File: src/rtl/fir_ctrl_pkg.sv
`default_nettype none
// ----------------------------------------------------------------------------
// fir_ctrl_pkg: shared sequencer state encoding, FIR default sizes, width rules.
// Rev 1.0
// ----------------------------------------------------------------------------
package fir_ctrl_pkg;

  localparam int FIR_X_N_SIZE    = 8;
  localparam int FIR_TAP_SIZE    = 2;
  localparam int FIR_NBR_OF_TAPS = 3;

  typedef enum logic [2:0] {
    ST_IDLE       = 3'd0,
    ST_STREAM     = 3'd1,
    ST_PRE_GUARD  = 3'd2,
    ST_LOAD       = 3'd3,
    ST_POST_GUARD = 3'd4
  } seq_state_e;

  // Number of copies of the coefficient sign bit needed to fill x_n.
  function automatic int sext_pad_bits(input int xn_w, input int tap_w);
    return (xn_w > tap_w) ? (xn_w - tap_w) : 0;
  endfunction

  function automatic int idx_width(input int n);
    return (n > 1) ? $clog2(n) : 1;
  endfunction

endpackage
`default_nettype wire

File: src/rtl/fir_coef_sequencer_if.sv
`default_nettype none
// ----------------------------------------------------------------------------
// fir_coef_sequencer_if: sample stream, coefficient port and FIR-side strobes.
// Rev 1.0
// ----------------------------------------------------------------------------
interface fir_coef_sequencer_if
  import fir_ctrl_pkg::*;
#(
  parameter int X_N_SIZE = FIR_X_N_SIZE,
  parameter int TAP_SIZE = FIR_TAP_SIZE
);
  logic signed [X_N_SIZE-1:0] s_sample;
  logic                       s_sample_valid;
  logic                       s_sample_ready;
  logic signed [TAP_SIZE-1:0] cfg_coef;
  logic                       cfg_valid;
  logic                       cfg_last;
  logic                       cfg_ready;
  logic        [X_N_SIZE-1:0] fir_x_n;
  logic                       fir_tvalid;
  logic                       fir_set_coeffs;
  logic                       busy;
  logic                       err_cfg;

  modport master (
    output s_sample, s_sample_valid, cfg_coef, cfg_valid, cfg_last,
    input  s_sample_ready, cfg_ready, fir_x_n, fir_tvalid, fir_set_coeffs, busy, err_cfg
  );

  modport slave (
    input  s_sample, s_sample_valid, cfg_coef, cfg_valid, cfg_last,
    output s_sample_ready, cfg_ready, fir_x_n, fir_tvalid, fir_set_coeffs, busy, err_cfg
  );
endinterface
`default_nettype wire

File: src/rtl/fir_coef_stage.sv
`default_nettype none
// ----------------------------------------------------------------------------
// fir_coef_stage: collects one coefficient set, checks framing, flags pending.
// Optional FIR_COEF_SEQ_STATS_EN adds a saturating framing-error counter. Rev 1.0
// ----------------------------------------------------------------------------
module fir_coef_stage
  import fir_ctrl_pkg::*;
#(
  parameter int TAP_SIZE    = FIR_TAP_SIZE,
  parameter int NBR_OF_TAPS = FIR_NBR_OF_TAPS,
  parameter int IDX_W       = 2
) (
  input  logic                clk,
  input  logic                reset,
  input  logic [TAP_SIZE-1:0] cfg_coef_i,
  input  logic                cfg_valid_i,
  input  logic                cfg_last_i,
  input  logic                load_done_i,
  input  logic [IDX_W-1:0]    rd_idx_i,
  output logic [TAP_SIZE-1:0] rd_data_o,
  output logic                cfg_ready_o,
  output logic                pending_o,
  output logic                pending_next_o,
  output logic                err_cfg_o
`ifdef FIR_COEF_SEQ_STATS_EN
  ,
  output logic [7:0]          drop_count_o
`endif
);

  logic [TAP_SIZE-1:0] stage_q [NBR_OF_TAPS];
  logic [TAP_SIZE-1:0] stage_d [NBR_OF_TAPS];
  logic [IDX_W-1:0]    beat_q, beat_d;
  logic                pending_q, pending_d;
  logic                err_q, err_d;
  logic                w_accept;
  logic                w_at_end;
  logic                w_frame_err;

  assign w_accept    = cfg_valid_i && !pending_q;
  assign w_at_end    = (beat_q == IDX_W'(NBR_OF_TAPS - 1));
  // cfg_last must coincide exactly with the final beat position.
  assign w_frame_err = w_accept && (cfg_last_i != w_at_end);

  always_comb begin
    stage_d   = stage_q;
    beat_d    = beat_q;
    pending_d = pending_q;
    err_d     = err_q;
    if (load_done_i) begin
      pending_d = 1'b0;
    end
    if (w_frame_err) begin
      err_d  = 1'b1;
      beat_d = '0;
    end else if (w_accept) begin
      stage_d[beat_q] = cfg_coef_i;
      if (w_at_end) begin
        beat_d    = '0;
        pending_d = 1'b1;
      end else begin
        beat_d = beat_q + 1'b1;
      end
    end
  end

  always_ff @(posedge clk) begin
    if (reset) begin
      stage_q   <= '{default: '0};
      beat_q    <= '0;
      pending_q <= 1'b0;
      err_q     <= 1'b0;
    end else begin
      stage_q   <= stage_d;
      beat_q    <= beat_d;
      pending_q <= pending_d;
      err_q     <= err_d;
    end
  end

  assign rd_data_o      = stage_q[rd_idx_i];
  assign cfg_ready_o    = !pending_q;
  assign pending_o      = pending_q;
  assign pending_next_o = pending_d;
  assign err_cfg_o      = err_q;

`ifdef FIR_COEF_SEQ_STATS_EN
  logic [7:0] drop_count_q, drop_count_d;

  always_comb begin
    drop_count_d = drop_count_q;
    if (w_frame_err && (drop_count_q != 8'hFF)) begin
      drop_count_d = drop_count_q + 8'd1;
    end
  end

  always_ff @(posedge clk) begin
    if (reset) begin
      drop_count_q <= 8'd0;
    end else begin
      drop_count_q <= drop_count_d;
    end
  end

  assign drop_count_o = drop_count_q;
`endif

endmodule
`default_nettype wire

File: src/rtl/fir_coef_sequencer.sv
`default_nettype none
// ----------------------------------------------------------------------------
// fir_coef_sequencer: shares FIR x_n/tvalid/set_coeffs between samples and loads.
// Optional FIR_COEF_SEQ_STATS_EN adds load_count/drop_count outputs. Rev 1.0
// ----------------------------------------------------------------------------
module fir_coef_sequencer
  import fir_ctrl_pkg::*;
#(
  parameter int X_N_SIZE     = FIR_X_N_SIZE,
  parameter int TAP_SIZE     = FIR_TAP_SIZE,
  parameter int NBR_OF_TAPS  = FIR_NBR_OF_TAPS,
  parameter int GUARD_CYCLES = 2
) (
  input  logic                clk,
  input  logic                reset,
  fir_coef_sequencer_if.slave bus
`ifdef FIR_COEF_SEQ_STATS_EN
  ,
  output logic [7:0]          load_count,
  output logic [7:0]          drop_count
`endif
);

  localparam int IDX_W   = idx_width(NBR_OF_TAPS);
  localparam int CNT_MAX = (GUARD_CYCLES > NBR_OF_TAPS) ? GUARD_CYCLES : NBR_OF_TAPS;
  localparam int CNT_W   = idx_width(CNT_MAX);
  localparam int PAD_W   = sext_pad_bits(X_N_SIZE, TAP_SIZE);

  seq_state_e          state_q, state_d;
  logic [CNT_W-1:0]    cnt_q, cnt_d;
  logic [X_N_SIZE-1:0] fir_x_n_q, fir_x_n_d;
  logic                fir_tvalid_q, fir_tvalid_d;
  logic                fir_set_q, fir_set_d;
  logic                s_ready_q, s_ready_d;
  logic                w_sample_acc;
  logic                w_load_done;
  logic                w_pending;
  logic                w_pending_next;
  logic [IDX_W-1:0]    w_rd_idx;
  logic [TAP_SIZE-1:0] w_rd_data;
  logic [X_N_SIZE-1:0] w_coef_sext;

  fir_coef_stage #(
    .TAP_SIZE    (TAP_SIZE),
    .NBR_OF_TAPS (NBR_OF_TAPS),
    .IDX_W       (IDX_W)
  ) u_stage (
    .clk            (clk),
    .reset          (reset),
    .cfg_coef_i     (bus.cfg_coef),
    .cfg_valid_i    (bus.cfg_valid),
    .cfg_last_i     (bus.cfg_last),
    .load_done_i    (w_load_done),
    .rd_idx_i       (w_rd_idx),
    .rd_data_o      (w_rd_data),
    .cfg_ready_o    (bus.cfg_ready),
    .pending_o      (w_pending),
    .pending_next_o (w_pending_next),
    .err_cfg_o      (bus.err_cfg)
`ifdef FIR_COEF_SEQ_STATS_EN
    ,
    .drop_count_o   (drop_count)
`endif
  );

  assign w_sample_acc = bus.s_sample_valid && s_ready_q;

  always_comb begin
    state_d     = state_q;
    cnt_d       = cnt_q;
    w_load_done = 1'b0;
    unique case (state_q)
      ST_IDLE, ST_STREAM: begin
        cnt_d = '0;
        if (w_pending) begin
          state_d = ST_PRE_GUARD;
        end else if (w_sample_acc) begin
          state_d = ST_STREAM;
        end else begin
          state_d = ST_IDLE;
        end
      end
      ST_PRE_GUARD: begin
        if (cnt_q == CNT_W'(GUARD_CYCLES - 1)) begin
          state_d = ST_LOAD;
          cnt_d   = '0;
        end else begin
          cnt_d = cnt_q + 1'b1;
        end
      end
      ST_LOAD: begin
        if (cnt_q == CNT_W'(NBR_OF_TAPS - 1)) begin
          state_d     = ST_POST_GUARD;
          cnt_d       = '0;
          w_load_done = 1'b1;
        end else begin
          cnt_d = cnt_q + 1'b1;
        end
      end
      ST_POST_GUARD: begin
        if (cnt_q == CNT_W'(GUARD_CYCLES - 1)) begin
          state_d = ST_IDLE;
          cnt_d   = '0;
        end else begin
          cnt_d = cnt_q + 1'b1;
        end
      end
      default: begin
        state_d = ST_IDLE;
        cnt_d   = '0;
      end
    endcase
  end

  // Highest stage entry goes out first so stage[0] ends up in tap 0.
  assign w_rd_idx = (state_d == ST_LOAD) ? IDX_W'(NBR_OF_TAPS - 1 - int'(cnt_d)) : '0;

  generate
    if (PAD_W > 0) begin : g_sext
      assign w_coef_sext = {{PAD_W{w_rd_data[TAP_SIZE-1]}}, w_rd_data};
    end else begin : g_trunc
      assign w_coef_sext = w_rd_data[X_N_SIZE-1:0];
    end
  endgenerate

  always_comb begin
    fir_tvalid_d = w_sample_acc;
    fir_set_d    = (state_d == ST_LOAD);
    fir_x_n_d    = '0;
    if (w_sample_acc) begin
      fir_x_n_d = bus.s_sample;
    end else if (fir_set_d) begin
      fir_x_n_d = w_coef_sext;
    end
    s_ready_d = ((state_d == ST_IDLE) || (state_d == ST_STREAM)) && !w_pending_next;
  end

  always_ff @(posedge clk) begin
    if (reset) begin
      state_q      <= ST_IDLE;
      cnt_q        <= '0;
      fir_x_n_q    <= '0;
      fir_tvalid_q <= 1'b0;
      fir_set_q    <= 1'b0;
      s_ready_q    <= 1'b0;
    end else begin
      state_q      <= state_d;
      cnt_q        <= cnt_d;
      fir_x_n_q    <= fir_x_n_d;
      fir_tvalid_q <= fir_tvalid_d;
      fir_set_q    <= fir_set_d;
      s_ready_q    <= s_ready_d;
    end
  end

  assign bus.fir_x_n        = fir_x_n_q;
  assign bus.fir_tvalid     = fir_tvalid_q;
  assign bus.fir_set_coeffs = fir_set_q;
  assign bus.s_sample_ready = s_ready_q;
  assign bus.busy           = (state_q == ST_PRE_GUARD) || (state_q == ST_LOAD) ||
                              (state_q == ST_POST_GUARD);

`ifdef FIR_COEF_SEQ_STATS_EN
  logic [7:0] load_count_q, load_count_d;

  assign load_count_d = w_load_done ? (load_count_q + 8'd1) : load_count_q;

  always_ff @(posedge clk) begin
    if (reset) begin
      load_count_q <= 8'd0;
    end else begin
      load_count_q <= load_count_d;
    end
  end

  assign load_count = load_count_q;
`endif

endmodule
`default_nettype wire

File: src/flat_wrapper.sv
// flat-port wrapper written by rule: the top's interface ports become plain ports
module fir_coef_sequencer_flat import fir_ctrl_pkg::*;
#(
  parameter int X_N_SIZE     = FIR_X_N_SIZE,
  parameter int TAP_SIZE     = FIR_TAP_SIZE,
  parameter int NBR_OF_TAPS  = FIR_NBR_OF_TAPS,
  parameter int GUARD_CYCLES = 2
)
  (clk, reset, bus_s_sample, bus_s_sample_valid, bus_cfg_coef, bus_cfg_valid, bus_cfg_last, bus_s_sample_ready, bus_cfg_ready, bus_fir_x_n, bus_fir_tvalid, bus_fir_set_coeffs, bus_busy, bus_err_cfg);
  fir_coef_sequencer_if #(.X_N_SIZE(X_N_SIZE), .TAP_SIZE(TAP_SIZE)) bus_i ();
  input  logic clk;
  input  logic reset;
  input wire logic [$bits(bus_i.s_sample)-1:0] bus_s_sample;
  input wire logic [$bits(bus_i.s_sample_valid)-1:0] bus_s_sample_valid;
  input wire logic [$bits(bus_i.cfg_coef)-1:0] bus_cfg_coef;
  input wire logic [$bits(bus_i.cfg_valid)-1:0] bus_cfg_valid;
  input wire logic [$bits(bus_i.cfg_last)-1:0] bus_cfg_last;
  output wire logic [$bits(bus_i.s_sample_ready)-1:0] bus_s_sample_ready;
  output wire logic [$bits(bus_i.cfg_ready)-1:0] bus_cfg_ready;
  output wire logic [$bits(bus_i.fir_x_n)-1:0] bus_fir_x_n;
  output wire logic [$bits(bus_i.fir_tvalid)-1:0] bus_fir_tvalid;
  output wire logic [$bits(bus_i.fir_set_coeffs)-1:0] bus_fir_set_coeffs;
  output wire logic [$bits(bus_i.busy)-1:0] bus_busy;
  output wire logic [$bits(bus_i.err_cfg)-1:0] bus_err_cfg;
  assign bus_i.s_sample = bus_s_sample;
  assign bus_i.s_sample_valid = bus_s_sample_valid;
  assign bus_i.cfg_coef = bus_cfg_coef;
  assign bus_i.cfg_valid = bus_cfg_valid;
  assign bus_i.cfg_last = bus_cfg_last;
  assign bus_s_sample_ready = bus_i.s_sample_ready;
  assign bus_cfg_ready = bus_i.cfg_ready;
  assign bus_fir_x_n = bus_i.fir_x_n;
  assign bus_fir_tvalid = bus_i.fir_tvalid;
  assign bus_fir_set_coeffs = bus_i.fir_set_coeffs;
  assign bus_busy = bus_i.busy;
  assign bus_err_cfg = bus_i.err_cfg;
  fir_coef_sequencer #(.X_N_SIZE(X_N_SIZE), .TAP_SIZE(TAP_SIZE), .NBR_OF_TAPS(NBR_OF_TAPS), .GUARD_CYCLES(GUARD_CYCLES)) u_core (.clk(clk), .reset(reset), .bus(bus_i));
endmodule
File: config.mk
export PLATFORM = sky130hd
export DESIGN_NAME = fir_coef_sequencer_flat
export DESIGN_NICKNAME = d
export VERILOG_FILES = /design/src/rtl/fir_ctrl_pkg.sv /design/src/rtl/fir_coef_sequencer_if.sv /design/src/rtl/fir_coef_stage.sv /design/src/rtl/fir_coef_sequencer.sv /design/src/flat_wrapper.sv
export SDC_FILE = /design/constraint.sdc
export NUM_CORES = 1
export LEC_CHECK = 0
export ABC_AREA = 1
export ABC_CLOCK_PERIOD_IN_PS = 2550
export CAP_MARGIN = 30
export CORE_MARGIN = 2
export CORE_UTILIZATION = 52
export DETAILED_ROUTE_END_ITERATION = 10
export HOLD_SLACK_MARGIN = 0.05
export PLACE_DENSITY_LB_ADDON = 0.15
export SLEW_MARGIN = 20
export SYNTH_ARGS = -nofsm -noshare
export SYNTH_HDL_FRONTEND = slang
export SYNTH_HIERARCHICAL = 1
export SYNTH_SLANG_ARGS = --single-unit
File: constraint.sdc
create_clock -name clk -period 2.55 [get_ports clk]
set_clock_uncertainty 0.15 [all_clocks]
set_input_delay 0.765 -clock clk [delete_from_list [all_inputs] [get_ports clk]]
set_output_delay 0.765 -clock clk [all_outputs]
set_load 0.02 [all_outputs]
Word-level counts from Yosys, hierarchy flattened --
Index checks and enable logic that the tools add are counted.
Word-level totals: latch bits 0, ROM bits 0, logic and storage cells 72, memory bits (writable) 0, flip-flop bits (word level) 26, output and inout port bits 14, memories kept 0, input port bits 15
Operators by class: equal/unequal tests 10, div/mod/pow operators 0, add/subtract/negate cells 3, reduce and logical (&&, ||, !) cells 16, magnitude comparators 3, mux-type cells 25, $mul 0, shift operators 0, bitwise logic cells 3
Operators with widths (number):
- 2-to-1 mux 8 bit | 2
- 2-to-1 mux 2 bit | 7
- 2-to-1 mux 3 bit | 4
- case mux 3 bit (4 select lines) | 1
- == test 3 x 2 -> 1 bit (second input constant) | 3
- 2-to-1 mux 1 bit | 7
- bitwise mux 6 bit | 1
- == test 3 x 1 -> 1 bit (second input constant) | 2
- >= comparator 3 bit (second input constant) | 2
- zero test 3 bit | 2
- inverter 2 -> 3 bit | 2
- OR reduction 2 bit | 3
- logical AND 1 bit | 5
- adder 2 x 1 -> 2 bit (second input constant) | 2
- binary-select mux 2 bit (select 2 bit) | 1
- demux 2 bit (select 2 bit) | 1
- == test 2 bit (second input constant) | 2
- case mux 2 bit (2 select lines) | 1
- == test 3 bit (second input constant) | 1
- logical OR 1 bit | 3
- < comparator 3 x 1 -> 1 bit (second input constant) | 1
- == test 2 x 1 -> 1 bit (second input constant) | 1
- zero test 1 bit | 2
- AND reduction 2 bit | 1
- other kinds (3) | 3

Logic depth before layout (Yosys ltp) --
Gate-level depths: netlist of the first run.
depth after elaboration 12, depth in mapped cells 14, depth with buffers taken out 14

Modules after synthesis --
The synthesis of the first run kept the hierarchy.
By module, submodules not included:
- fir_coef_sequencer | instances 1, cells each 93, sequential area each 320.3 um^2, area an instance 665.6 um^2
- fir_coef_stage | instances 1, cells each 88, sequential area each 200.2 um^2, area an instance 546.8 um^2

Worst setup path after synthesis of the first run --
OpenSTA, ideal clock, no wires.
kind flip-flop to flip-flop, start reg u_core.state_q[1], end reg u_core.fir_x_n_q[1], in the netlist u_core/bus.fir_x_n[1], stages on the path, launching flop included 14, data arrival time 1.536 ns, setup time 0.059 ns, period minus slack after synthesis 1.745 ns, setup slack 0.805 ns, cell sequence dfxtp_1 nand2_1 nor2_2 nand2_2 nand2_4 inv_2 nor2_2 inv_1 a21oi_1 o21ai_0 o21ai_0 and3_1 nand2_4 nand2_1
On the way: cells in the longest elaborated chain, start to end 11
Ends and longest elaborated chain:
- from (decl) | RTL line fir_coef_sequencer.sv:29 | seq_state_e state_q, state_d;
- from (signal assigned) | RTL line fir_coef_sequencer.sv:147 | state_q <= state_d;
- == test 3 bit, or another cell as far along | RTL line fir_coef_sequencer.sv:72 | unique case (state_q)
- OR reduction 2 bit, on equally long branches
- case mux 2 bit (2 select lines) / case mux 3 bit (4 select lines) (equally long branches) | RTL line fir_coef_sequencer.sv:72
- subtractor 2 bit / == test 3 x 2 -> 1 bit (equally long branches) | RTL line fir_coef_sequencer.sv:116 | assign w_rd_idx = (state_d == ST_LOAD) ? IDX_W'(NBR_OF_TAPS - 1 - int'(cnt_d)) : '0;
- 2-to-1 mux 2 bit (*) | RTL line fir_coef_sequencer.sv:116
- via u_core.w_rd_idx[0] | RTL line fir_coef_sequencer.sv:39 | logic [IDX_W-1:0] w_rd_idx;
- inverter 2 -> 3 bit (implied by the code) (*) | RTL line fir_coef_stage.sv:81 | assign rd_data_o = stage_q[rd_idx_i];
- binary-select mux 2 bit (select 2 bit) (*) | RTL line fir_coef_stage.sv:81
- 2-to-1 mux 2 bit (implied by the code) (*) (2 in a row) | RTL line fir_coef_stage.sv:81
- via u_core.w_rd_data[1] | RTL line fir_coef_sequencer.sv:40 | logic [TAP_SIZE-1:0] w_rd_data;
- 2-to-1 mux 8 bit (*) | RTL line fir_coef_sequencer.sv:132 | end else if (fir_set_d) begin
- 2-to-1 mux 8 bit (*) | RTL line fir_coef_sequencer.sv:130 | if (w_sample_acc) begin
- to (signal assigned) | RTL line fir_coef_sequencer.sv:149 | fir_x_n_q <= fir_x_n_d;
- to (decl) | RTL line fir_coef_sequencer.sv:31 | logic [X_N_SIZE-1:0] fir_x_n_q, fir_x_n_d;
The timed path passes the listed nets; every way through them passes the cells marked *. The select of a mux whose other input is x is not followed. A chain may end at the register's enable or synchronous reset.

Final worst setup path of the first run --
start reg u_core.state_q[1], end out bus_busy
On the way: cells in the longest elaborated chain, start to end 3
Ends and longest elaborated chain:
- == test 3 x 2 -> 1 bit | RTL line fir_coef_sequencer.sv:160 | assign bus.busy = (state_q == ST_PRE_GUARD) || (state_q == ST_LOAD) ||
- logical OR 1 bit | RTL line fir_coef_sequencer.sv:160
- logical OR 1 bit (*) | RTL line fir_coef_sequencer.sv:160
- to (decl) | RTL line flat_wrapper.sv:23 | output wire logic [$bits(bus_i.busy)-1:0] bus_busy;
Every way passes the cells marked *; elsewhere a longest branch is shown, timed or not.

==> flow_summary.ini, run 1 <==
[outcome]
status = finished, final reports clean

[power_and_ir_drop]
ir_drop_mv = 0.3666
p_sw_frac = 0.2224
combPwrFrac = 0.127
power.switching_uw = 179.6
p_leak_uw = 0.0007886
seqPwrFrac = 0.528
p_clk_frac = 0.345
power_density_mw_per_mm2 = 510.5
intPower_uw = 627.8

[detailed_routing]
drtPass1Iterations = 4
antenna_left = 0
drt-total-wl_um = 2407
wl_met1_um = 1053
vias = 1122
met2RoutedLength_um = 1261
via_per_inst = 4.656
highest_layer = met4
drtIter0Drc = 11
drc = 0
wire_per_inst_um = 9.988
met3_length_um = 73

[finish]
syn_to_final_growth_pct = 30.44
final_common_cell = nand2_1
fill_cells = 186
drive_gt1_frac = 0.1221
layout_common_cells = nand2_1, nor2_1, inv_1
final_cells = 241
nNetsFinal = 229
diodes = 0

[hold_path]
min_path_type = reg -> reg

[cts]
postCtsSetupBuffers = 0
clk_pin_slew_ns = 0.14
clock-sinks = 26
htreeDepth = 1
cts_buffers = 3
cts_tree = yes
root_buffer = clkbuf_4
clock_path_buffers = 2
insertion_delay_ns = 0.32

[synthesis]
ys_ff_latch = 26
ys_types = 21
synth_top_area_share = 0.4293
synth_area_leaders = dfxtp_1, nand2_1, nor2_1
syn_area_per_cell_um2 = 6.698
yosysSeqAreaShare = 0.4293
yosysTopAreaCell = dfxtp_1
netlist_area_mm2 = 0.001212
syn_nets = 196
yosysWarnings = 6
syn_inst = 181

[sta]
rsz0062_at_grt = false
slew_headroom = 0.7645
hold_violations = 0
fin_crit_sh = 0.9133
tns_ns = 0
fmax_mhz = 429.4
slew_viol_final = 0
final.min_clock_period_ns = 2.329
finalSetupViolations = 0
worstMarginPinSlew_ns = 0.3529

[flow_run]
max_cap_violations = 0

[placement]
dp.cells = 237
dp_hpwl_um = 1886
io_buffers = 28
place_congestion = 0.8083

[worst_setup_path]
cp_top_family = flip-flops
slowest_delay_ns = 0.37
cp_cell_sequence = o21ai_1 -> nand2_1 -> nand2_1 -> dlygate4sd2_1
cp_num_buf_inv = 1
cp-end-kind = output port
critPathMaxFanout = 5
worst-setup-path-type = reg -> out
cp-start-kind = register
r2r_slack_ns = 0.53
crit_top_cell = nand2_1
crit_slowest_cell = dfxtp_1
crit_arrival_ns = 1.41
worstPathRequired_ns = 1.64

[floorplan]
rows = 17
ios = 29
die_x_um = 52.29
core_area_mm2 = 0.002212
die_h_um = 52.29
fp.dieArea_mm2 = 0.002734
start_util = 0.5481

[global_routing]
grt_overflow = 0
grt_pass1_vias = 969
grt_pass1_wl_um = 3912
grt_max_degree = 16
antenna_found_initial = 0
grt.total_usage = 0.1917
worst paths after layout:
| check | to | depth (start not counted) | from |
|---|---|---|---|
| worst min register to register | u_core/u_stage/err_cfg_o$_SDFFE_PP0P_ | 2 | u_core/u_stage/err_cfg_o$_SDFFE_PP0P_ |
| worst max-delay path | bus_busy | 4 | u_core/state_q[1]$_SDFF_PP0_ |
| worst min-delay path | u_core/u_stage/err_cfg_o$_SDFFE_PP0P_ | 2 | u_core/u_stage/err_cfg_o$_SDFFE_PP0P_ |
| worst max register to register | u_core/bus.fir_x_n[1]$_SDFF_PP0_ | 13 | u_core/state_q[0]$_SDFF_PP0_ |
cells by family after synthesis:
family / synth area share
AOI/OAI and AO/OA: 0.06295
buffers and inverters: 0.1063
DFF: 0.4293
and+or+nand+nor: 0.4014
power by group through the flow:
stage          logic [µW]  clock network [µW]  registers (µW)
5_1_grt               113                 295             428
3_5_place_dp          102                   0             435
4_1_cts               103                 286             426
2_1_floorplan        46.8                   0             443
3_3_place_gp          100                   0             435
6_report              102                 279             426
stage by stage:
| stage | power, µW | hold WS (ns) | util | instance area [µm²] | setup slack (ns) |
|---|---|---|---|---|---|
| after detailed placement | 537.1 | 0.3199 | 0.6917 | 1530 | 0.3381 |
| final | 807.3 | 0.3431 | 0.7149 | 1582 | 0.2211 |
| after floorplan | 489.8 | 0.3328 | - | 1212 | 0.8050 |
| after global routing | 835.9 | 0.3684 | 0.7149 | 1582 | 0.1075 |
| after CTS | 814.9 | 0.3396 | 0.7149 | 1582 | 0.2164 |
| after global placement | 535.0 | 0.3049 | 0.6917 | 1530 | 0.3815 |
timing repair:
action / CTS / global route
setup endpoints to repair: 1 / 0
hold buffers: 0 / 0
gates resized for setup: 1 / 0
worst register-to-register path, cell delays in order (launching register included):
cell and delay, ns:
dfxtp_1 0.42, nand2_1 0.09, nor2_2 0.14, nand2_2 0.11, nand2_4 0.12, inv_2 0.04, nor2_2 0.15, inv_1 0.08
a21oi_1 0.13, o21ai_0 0.08, o21ai_0 0.08, and3_1 0.23, nand2_4 0.09, nand2_1 0.07
cell type report:
cell class              instances  area, µm²  area share
clock buffers                   3      22.52     0.01424
repair buffers                 29      286.5      0.1812
multi-input cells             121      563.0      0.3560
clock inverters                 1      30.03     0.01899
inverters                      33      123.9     0.07832
flip-flops and latches         26      520.5      0.3291
well taps                      28      35.03     0.02215
synth_stat cells, drive strengths merged:
library cell	number
nand3	13
nand2	54
o21ai	7
dfxtp	26
buf	1
nor3	2
inv	33
a21oi	6
and3	1
nand3b	1
nor2	36
o21a	1
layer usage:
metal,global-route usage,vias to the layer above
met5,0,-
met1,0.2258,492
met3,0.02571,2
met4,0.07692,0
met2,0.3458,18
li1,-,610
registers in the layout, summed over array words and instances, names as in the netlist:
| signal | cells |
|---|---|
| u_core/bus.fir_tvalid | 1 |
| u_core/bus.s_sample_ready | 1 |
| u_core/u_stage/pending_o | 1 |
| u_core/bus.fir_x_n | 8 |
| u_core/state_q | 3 |
| u_core/u_stage/err_cfg_o | 1 |
| u_core/cnt_q | 2 |
| u_core/u_stage/beat_q | 2 |
| u_core/u_stage/stage_q | 6 |
| u_core/bus.fir_set_coeffs | 1 |
No activity file was read; power rests on OpenSTA's default activity.
==> run 2, diff against run 1 <==
--- a/config.mk
+++ b/config.mk
@@ -9,12 +9,11 @@
 export ABC_CLOCK_PERIOD_IN_PS = 2550
 export CAP_MARGIN = 30
 export CORE_MARGIN = 2
-export CORE_UTILIZATION = 52
+export CORE_UTILIZATION = 49
 export DETAILED_ROUTE_END_ITERATION = 10
 export HOLD_SLACK_MARGIN = 0.05
 export PLACE_DENSITY_LB_ADDON = 0.15
 export SLEW_MARGIN = 20
 export SYNTH_ARGS = -nofsm -noshare
 export SYNTH_HDL_FRONTEND = slang
-export SYNTH_HIERARCHICAL = 1
 export SYNTH_SLANG_ARGS = --single-unit
==> run 2 against run 1 <==
  * Design area fell by 13%
  * Power decreased by 10%
  * Routed wire length decreased by 12%
  * Register-to-register slack gained 0.42 ns
  * Non-clock buffer count is the same
  * Setup slack got worse by 0.012 ns
  * Combinational power up 21%
  * Clock-buffer cell count stayed put
  * Flip-flop and latch count unchanged
  * Clock power down 40%
  * Global-route usage shrank 0.33 points
  * Critical endpoint unchanged
  * Largest power group unchanged
  * Highest routed layer unchanged
==> flow_summary.ini, run 2 <==
[outcome]
status = finished, final reports clean

[detailed_routing]
drtIter0Drc = 36
antenna_left = 0
drtPass1Iterations = 4
drt-total-wl_um = 2128
vias = 1000
wire_per_inst_um = 10.28
drc = 0
via_per_inst = 4.831

[synthesis]
syn_area_per_cell_um2 = 6.961
synth_ff_type = dfxtp_1
synth.most_common_cell = nand2_1
yosysTopAreaCell = dfxtp_1
yosysWarnings = 0
yosysSeqAreaShare = 0.5018
synth_area_leaders = dfxtp_1, nand2_1, inv_1
synth_top_area_share = 0.5018
ys_ff_latch = 26
synth_common_cells = nand2_1, dfxtp_1, inv_1, nor2_1, a21oi_1
netlist_area_mm2 = 0.001037
async_flop_share = 0
syn_inst = 149
synth-edff-count = 0
ys_types = 14
syn_nets = 164

[floorplan]
start_util = 0.5234
die_x_um = 50.01
rows = 16
fp.dieArea_mm2 = 0.002501
ios = 29
core_area_mm2 = 0.001982
die_h_um = 50.01

[power_and_ir_drop]
p_clk_frac = 0.230
ir_drop_mv = 0.3608
finalPower_uw = 724.8
p_sw_frac = 0.2570
p_leak_uw = 0.0006037
combPwrFrac = 0.169
power_density_mw_per_mm2 = 526.6
seqPwrFrac = 0.601
power.switching_uw = 186.3
intPower_uw = 538.5

[placement]
dp_hpwl_um = 1725
dpl_worst_slack_ns = 0.2881
io_buffers = 28
place_congestion = 0.7792

[worst_setup_path]
worstPathRequired_ns = 1.64
cp-end-kind = output port
cp-start-kind = register
r2r_slack_ns = 0.95
worst-setup-path-type = reg -> out
crit_arrival_ns = 1.43
r2r_cells = 10
critPathMaxFanout = 6

[finish]
diodes = 0
syn_to_final_growth_pct = 32.69
largest_reg_flops = 8
layout_common_cells = nand2_1, clkdlybuf4s50_1, dfxtp_1
nNetsFinal = 197
final_common_cell = nand2_1
drive_gt1_frac = 0.03333

[sta]
slew_headroom = 0.6375
worstMarginPinSlew_ns = 0.5418
setup_slack_ns = 0.2087
fmax_mhz = 427.1
finalSetupViolations = 0
final.min_clock_period_ns = 2.341
holdWs_ns = 0.3099
fin_crit_sh = 0.9182
tns_ns = 0
rsz0062_at_grt = false
hold_violations = 0
slew_viol_final = 0

[global_routing]
grt_overflow = 0
grt_pass1_wl_um = 3677
grt_max_degree = 14
antenna_found_initial = 0
grt_pass1_vias = 890
grt.total_usage = 0.1884

[hold_path]
min_path_type = reg -> reg
holdPathStages = 2

[cts]
ctsHoldBuffers = 0
clock-sinks = 26
cts_buffers = 3
cts_tree = yes
insertion_delay_ns = 0.31
htreeDepth = 1
root_buffer = clkbuf_4
clk_pin_slew_ns = 0.13
clock_path_buffers = 2

[flow_run]
max_cap_violations = 0
run 2: kinds of logic (layout without fill, tap and decap cells):
kind of cell,Yosys count,count (layout),share of synthesized area
AND/OR/NAND/NOR,81,81,0.3160
buffers and inverters,20,51,0.07237
AO/OA/AOI/OAI,21,21,0.1013
XOR/XNOR,1,1,0.008445
flip-flops,26,26,0.5018
run 2: final timing paths:
kind                                                          endpoint                                    from
worst max-delay path                                          bus_busy            u_core.state_q[1]$_SDFF_PP0_
worst min-delay path            u_core.u_stage.stage_q[2]$_SDFFE_PP0P_  u_core.u_stage.stage_q[2]$_SDFFE_PP0P_
worst max register to register        u_core.bus.fir_x_n[4]$_SDFF_PP0_            u_core.state_q[2]$_SDFF_PP0_
worst min register to register  u_core.u_stage.stage_q[2]$_SDFFE_PP0P_  u_core.u_stage.stage_q[2]$_SDFFE_PP0P_
run 2: worst max-delay path, stage by stage, from the launching register on:
cell           delay [ns]
dfxtp_1              0.37
o21ai_1              0.24
inv_1                0.09
nor2_1               0.08
dlygate4sd2_1        0.33
run 2: area by class of cell:
cell class | instances | area (µm²)
multi-input cells | 103 | 441.7
repair buffers | 29 | 286.5
fillers | 168 | 605.6
inverters | 19 | 71.32
clock buffers | 3 | 22.52
well taps | 27 | 33.78
flip-flops and latches | 26 | 520.5
run 2: per-layer routing:
| metal | vias up | wire length [µm] | global-route usage |
|---|---|---|---|
| met5 | - | 0 | 0 |
| met4 | 0 | 17 | 0.05556 |
| met3 | 4 | 63 | 0.03939 |
| met2 | 17 | 1053 | 0.3355 |
| met1 | 447 | 994 | 0.2239 |
| li1 | 532 | - | - |
run 2: power by group through the flow:
stage               combinational [µW]  clock (µW)  sequential (µW)
floorplan                         54.5           0              455
global placement                   121           0              443
detailed placement                 124           0              445
CTS                                123         174              436
global route                       136         190              439
finish                             123         167              436
run 2: metrics by stage:
step	area, µm²	std cells	util
6_report	1376	207	0.6944
3_5_place_dp	1355	204	0.6837
5_1_grt	1376	207	0.6944
4_1_cts	1376	207	0.6944
3_3_place_gp	1355	204	0.6837
2_1_floorplan	1037	149	-
run 2: repair_timing:
action	4_1_cts	5_1_grt
gates resized for setup	1	0
setup endpoints to repair	1	0
setup buffers	0	0
==> run 3, diff against run 2 <==
--- a/config.mk
+++ b/config.mk
@@ -11,6 +11,7 @@
 export CORE_MARGIN = 2
 export CORE_UTILIZATION = 49
 export DETAILED_ROUTE_END_ITERATION = 10
+export GPL_TIMING_DRIVEN = 0
 export HOLD_SLACK_MARGIN = 0.05
 export PLACE_DENSITY_LB_ADDON = 0.15
 export SLEW_MARGIN = 20
==> run 3 against run 2 <==
  * Global-route usage fell by 0.82 points
  * Flip-flop and latch count did not move
  * Clock power rose by 63%
  * Core utilization rose by 1.5 points
  * Setup slack improved by 0.019 ns
  * Cell count rose by 0.48%
  * Sequential share of layout area fell by 0.81 points
  * Via count did not move
  * Register-to-register slack got worse by 0.03 ns
  * Clock-buffer cell count did not move
  * Critical endpoint unchanged
  * Highest routed layer unchanged
==> flow_summary.ini, run 3 (synthesis gave the netlist of run 2 again) <==
[outcome]
status = finished, final reports clean

[worst_setup_path]
cp_cell_sequence = o21ai_2 -> inv_1 -> nor2_1 -> dlygate4sd2_1
slowest_delay_ns = 0.39
critPathMaxFanout = 6
timing.rr.end = u_core.bus.fir_x_n[5]$_SDFF_PP0_
r2r_slack_ns = 0.92
endpoint = bus_busy
worstPathRequired_ns = 1.64
worst-setup-path-type = reg -> out
crit_start = u_core.state_q[1]$_SDFF_PP0_
crit_slowest_cell = dfxtp_1
r2r_start = u_core.state_q[2]$_SDFF_PP0_
cp-start-kind = register
cp-end-kind = output port
r2r_cells = 10
crit_arrival_ns = 1.41

[detailed_routing]
via_per_inst = 4.808
wl_met1_um = 943
met2RoutedLength_um = 1063
drtIter0Drc = 19
vias = 1000
antenna_left = 0
drtPass1Iterations = 4
drc = 0
drt-total-wl_um = 2095
wire_per_inst_um = 10.07
highest_layer = met4
met3_length_um = 80

[finish]
diodes = 0
post-route-util = 0.7096
layout_common_cells = nand2_1, clkdlybuf4s50_1, dfxtp_1
nNetsFinal = 197
syn_to_final_growth_pct = 35.59
final_common_cell = nand2_1
drive_gt1_frac = 0.03867
largest_reg_flops = 8

[global_routing]
grt_overflow = 0
grt_max_degree = 16
grt.total_usage = 0.1803
grt_pass1_wl_um = 3519
antenna_found_initial = 0
grt_pass1_vias = 866

[floorplan]
start_util = 0.5234
fp.dieArea_mm2 = 0.002501
ios = 29
core_area_mm2 = 0.001982
rows = 16
die_x_um = 50.01
die_h_um = 50.01

[placement]
dp_hpwl_um = 1639
dpl_worst_slack_ns = 0.2287
io_buffers = 28
place_congestion = 0.8551

[sta]
fmax_mhz = 430.6
slew_headroom = 0.6628
hold_violations = 0
fin_crit_sh = 0.9106
final.min_clock_period_ns = 2.322
worstMarginPinSlew_ns = 0.5040
finalSetupViolations = 0
setup_slack_ns = 0.2279
slew_viol_final = 0
rsz0062_at_grt = false
tns_ns = 0

[cts]
postCtsSetupBuffers = 0
clock-sinks = 26
cts_tree = yes
clk_pin_slew_ns = 0.14
insertion_delay_ns = 0.31
clock_path_buffers = 2
root_buffer = clkbuf_4
htreeDepth = 1
cts_buffers = 3

[power_and_ir_drop]
p_leak_uw = 0.0006144
power.switching_uw = 189.5
p_clk_frac = 0.329
p_sw_frac = 0.2281
power_density_mw_per_mm2 = 590.7
combPwrFrac = 0.146
seqPwrFrac = 0.525
intPower_uw = 641.3
ir_drop_mv = 0.5378

[flow_run]
max_cap_violations = 0

[hold_path]
min_path_type = reg -> reg
## run 3: cell types whose count changed in the layout (fill, tap and decap cells not counted)
| cell | change |
|---|---|
| o21ai_1 | -1 |
| buf_4 | -1 |
| clkbuf_1 | +1 |
| bufinv_16 | +1 |
| o21ai_2 | +1 |
## run 3: through the flow
stage	instances	area, µm²	hold slack, ns	total power (µW)
2_1_floorplan	149	1037	0.2737	509.7
3_3_place_gp	204	1351	0.2881	564.5
3_5_place_dp	204	1351	0.2955	568.1
4_1_cts	208	1403	0.3157	839.4
5_1_grt	208	1406	0.3428	871.3
6_report	208	1406	0.3125	830.8
## run 3: repair_timing
item | CTS | global route
hold endpoints to repair | 0 | 0
hold buffers | 0 | 0
resized for setup | 1 | 1
endpoints found under the setup margin | 1 | 1
## run 3: worst max-delay path: cells and delay by family (launching register included)
kind	cells	cell delay [ns]
buf+inv	2	0.42
compound gates	1	0.20
flops	1	0.39
simple gates	1	0.09
## run 3: power groups by stage
stage               clock network, µW  registers, µW  logic (µW)
global route                      297            439         136
floorplan                           0            455        54.5
global placement                    0            444         121
detailed placement                  0            445         123
finish                            273            436         122
CTS                               281            436         122
## run 3: area by class of cell
cell class                 instances  area [µm²]
fill                             163       575.6
clock inverter                     1       30.03
timing repair buffer              28       279.0
sequential                        26       520.5
clock buffer                       3       22.52
inverter                          19       71.32
multi-input combinational        103       445.4
buffer                             1       3.754
tap                               27       33.78
## run 3: per-layer routing
layer | GRT usage | vias up
met5 | 0 | -
met4 | 0.05556 | 0
met3 | 0.03030 | 2
met2 | 0.3158 | 22
met1 | 0.2224 | 439
li1 | - | 537
## run 3: worst min path at each step
stage	slack, ns	cells past startpoint	startpoint	end
finish	0.31	2	u_core.u_stage.stage_q[4]$_SDFFE_PP0P_	u_core.u_stage.stage_q[4]$_SDFFE_PP0P_
global route	0.34	2	u_core.u_stage.stage_q[1]$_SDFFE_PP0P_	u_core.u_stage.stage_q[1]$_SDFFE_PP0P_
CTS	0.32	2	u_core.u_stage.stage_q[4]$_SDFFE_PP0P_	u_core.u_stage.stage_q[4]$_SDFFE_PP0P_
detailed placement	0.30	2	u_core.u_stage.stage_q[4]$_SDFFE_PP0P_	u_core.u_stage.stage_q[4]$_SDFFE_PP0P_
global placement	0.29	2	u_core.u_stage.stage_q[4]$_SDFFE_PP0P_	u_core.u_stage.stage_q[4]$_SDFFE_PP0P_
floorplan	0.27	2	u_core.u_stage.stage_q[4]$_SDFFE_PP0P_	u_core.u_stage.stage_q[4]$_SDFFE_PP0P_
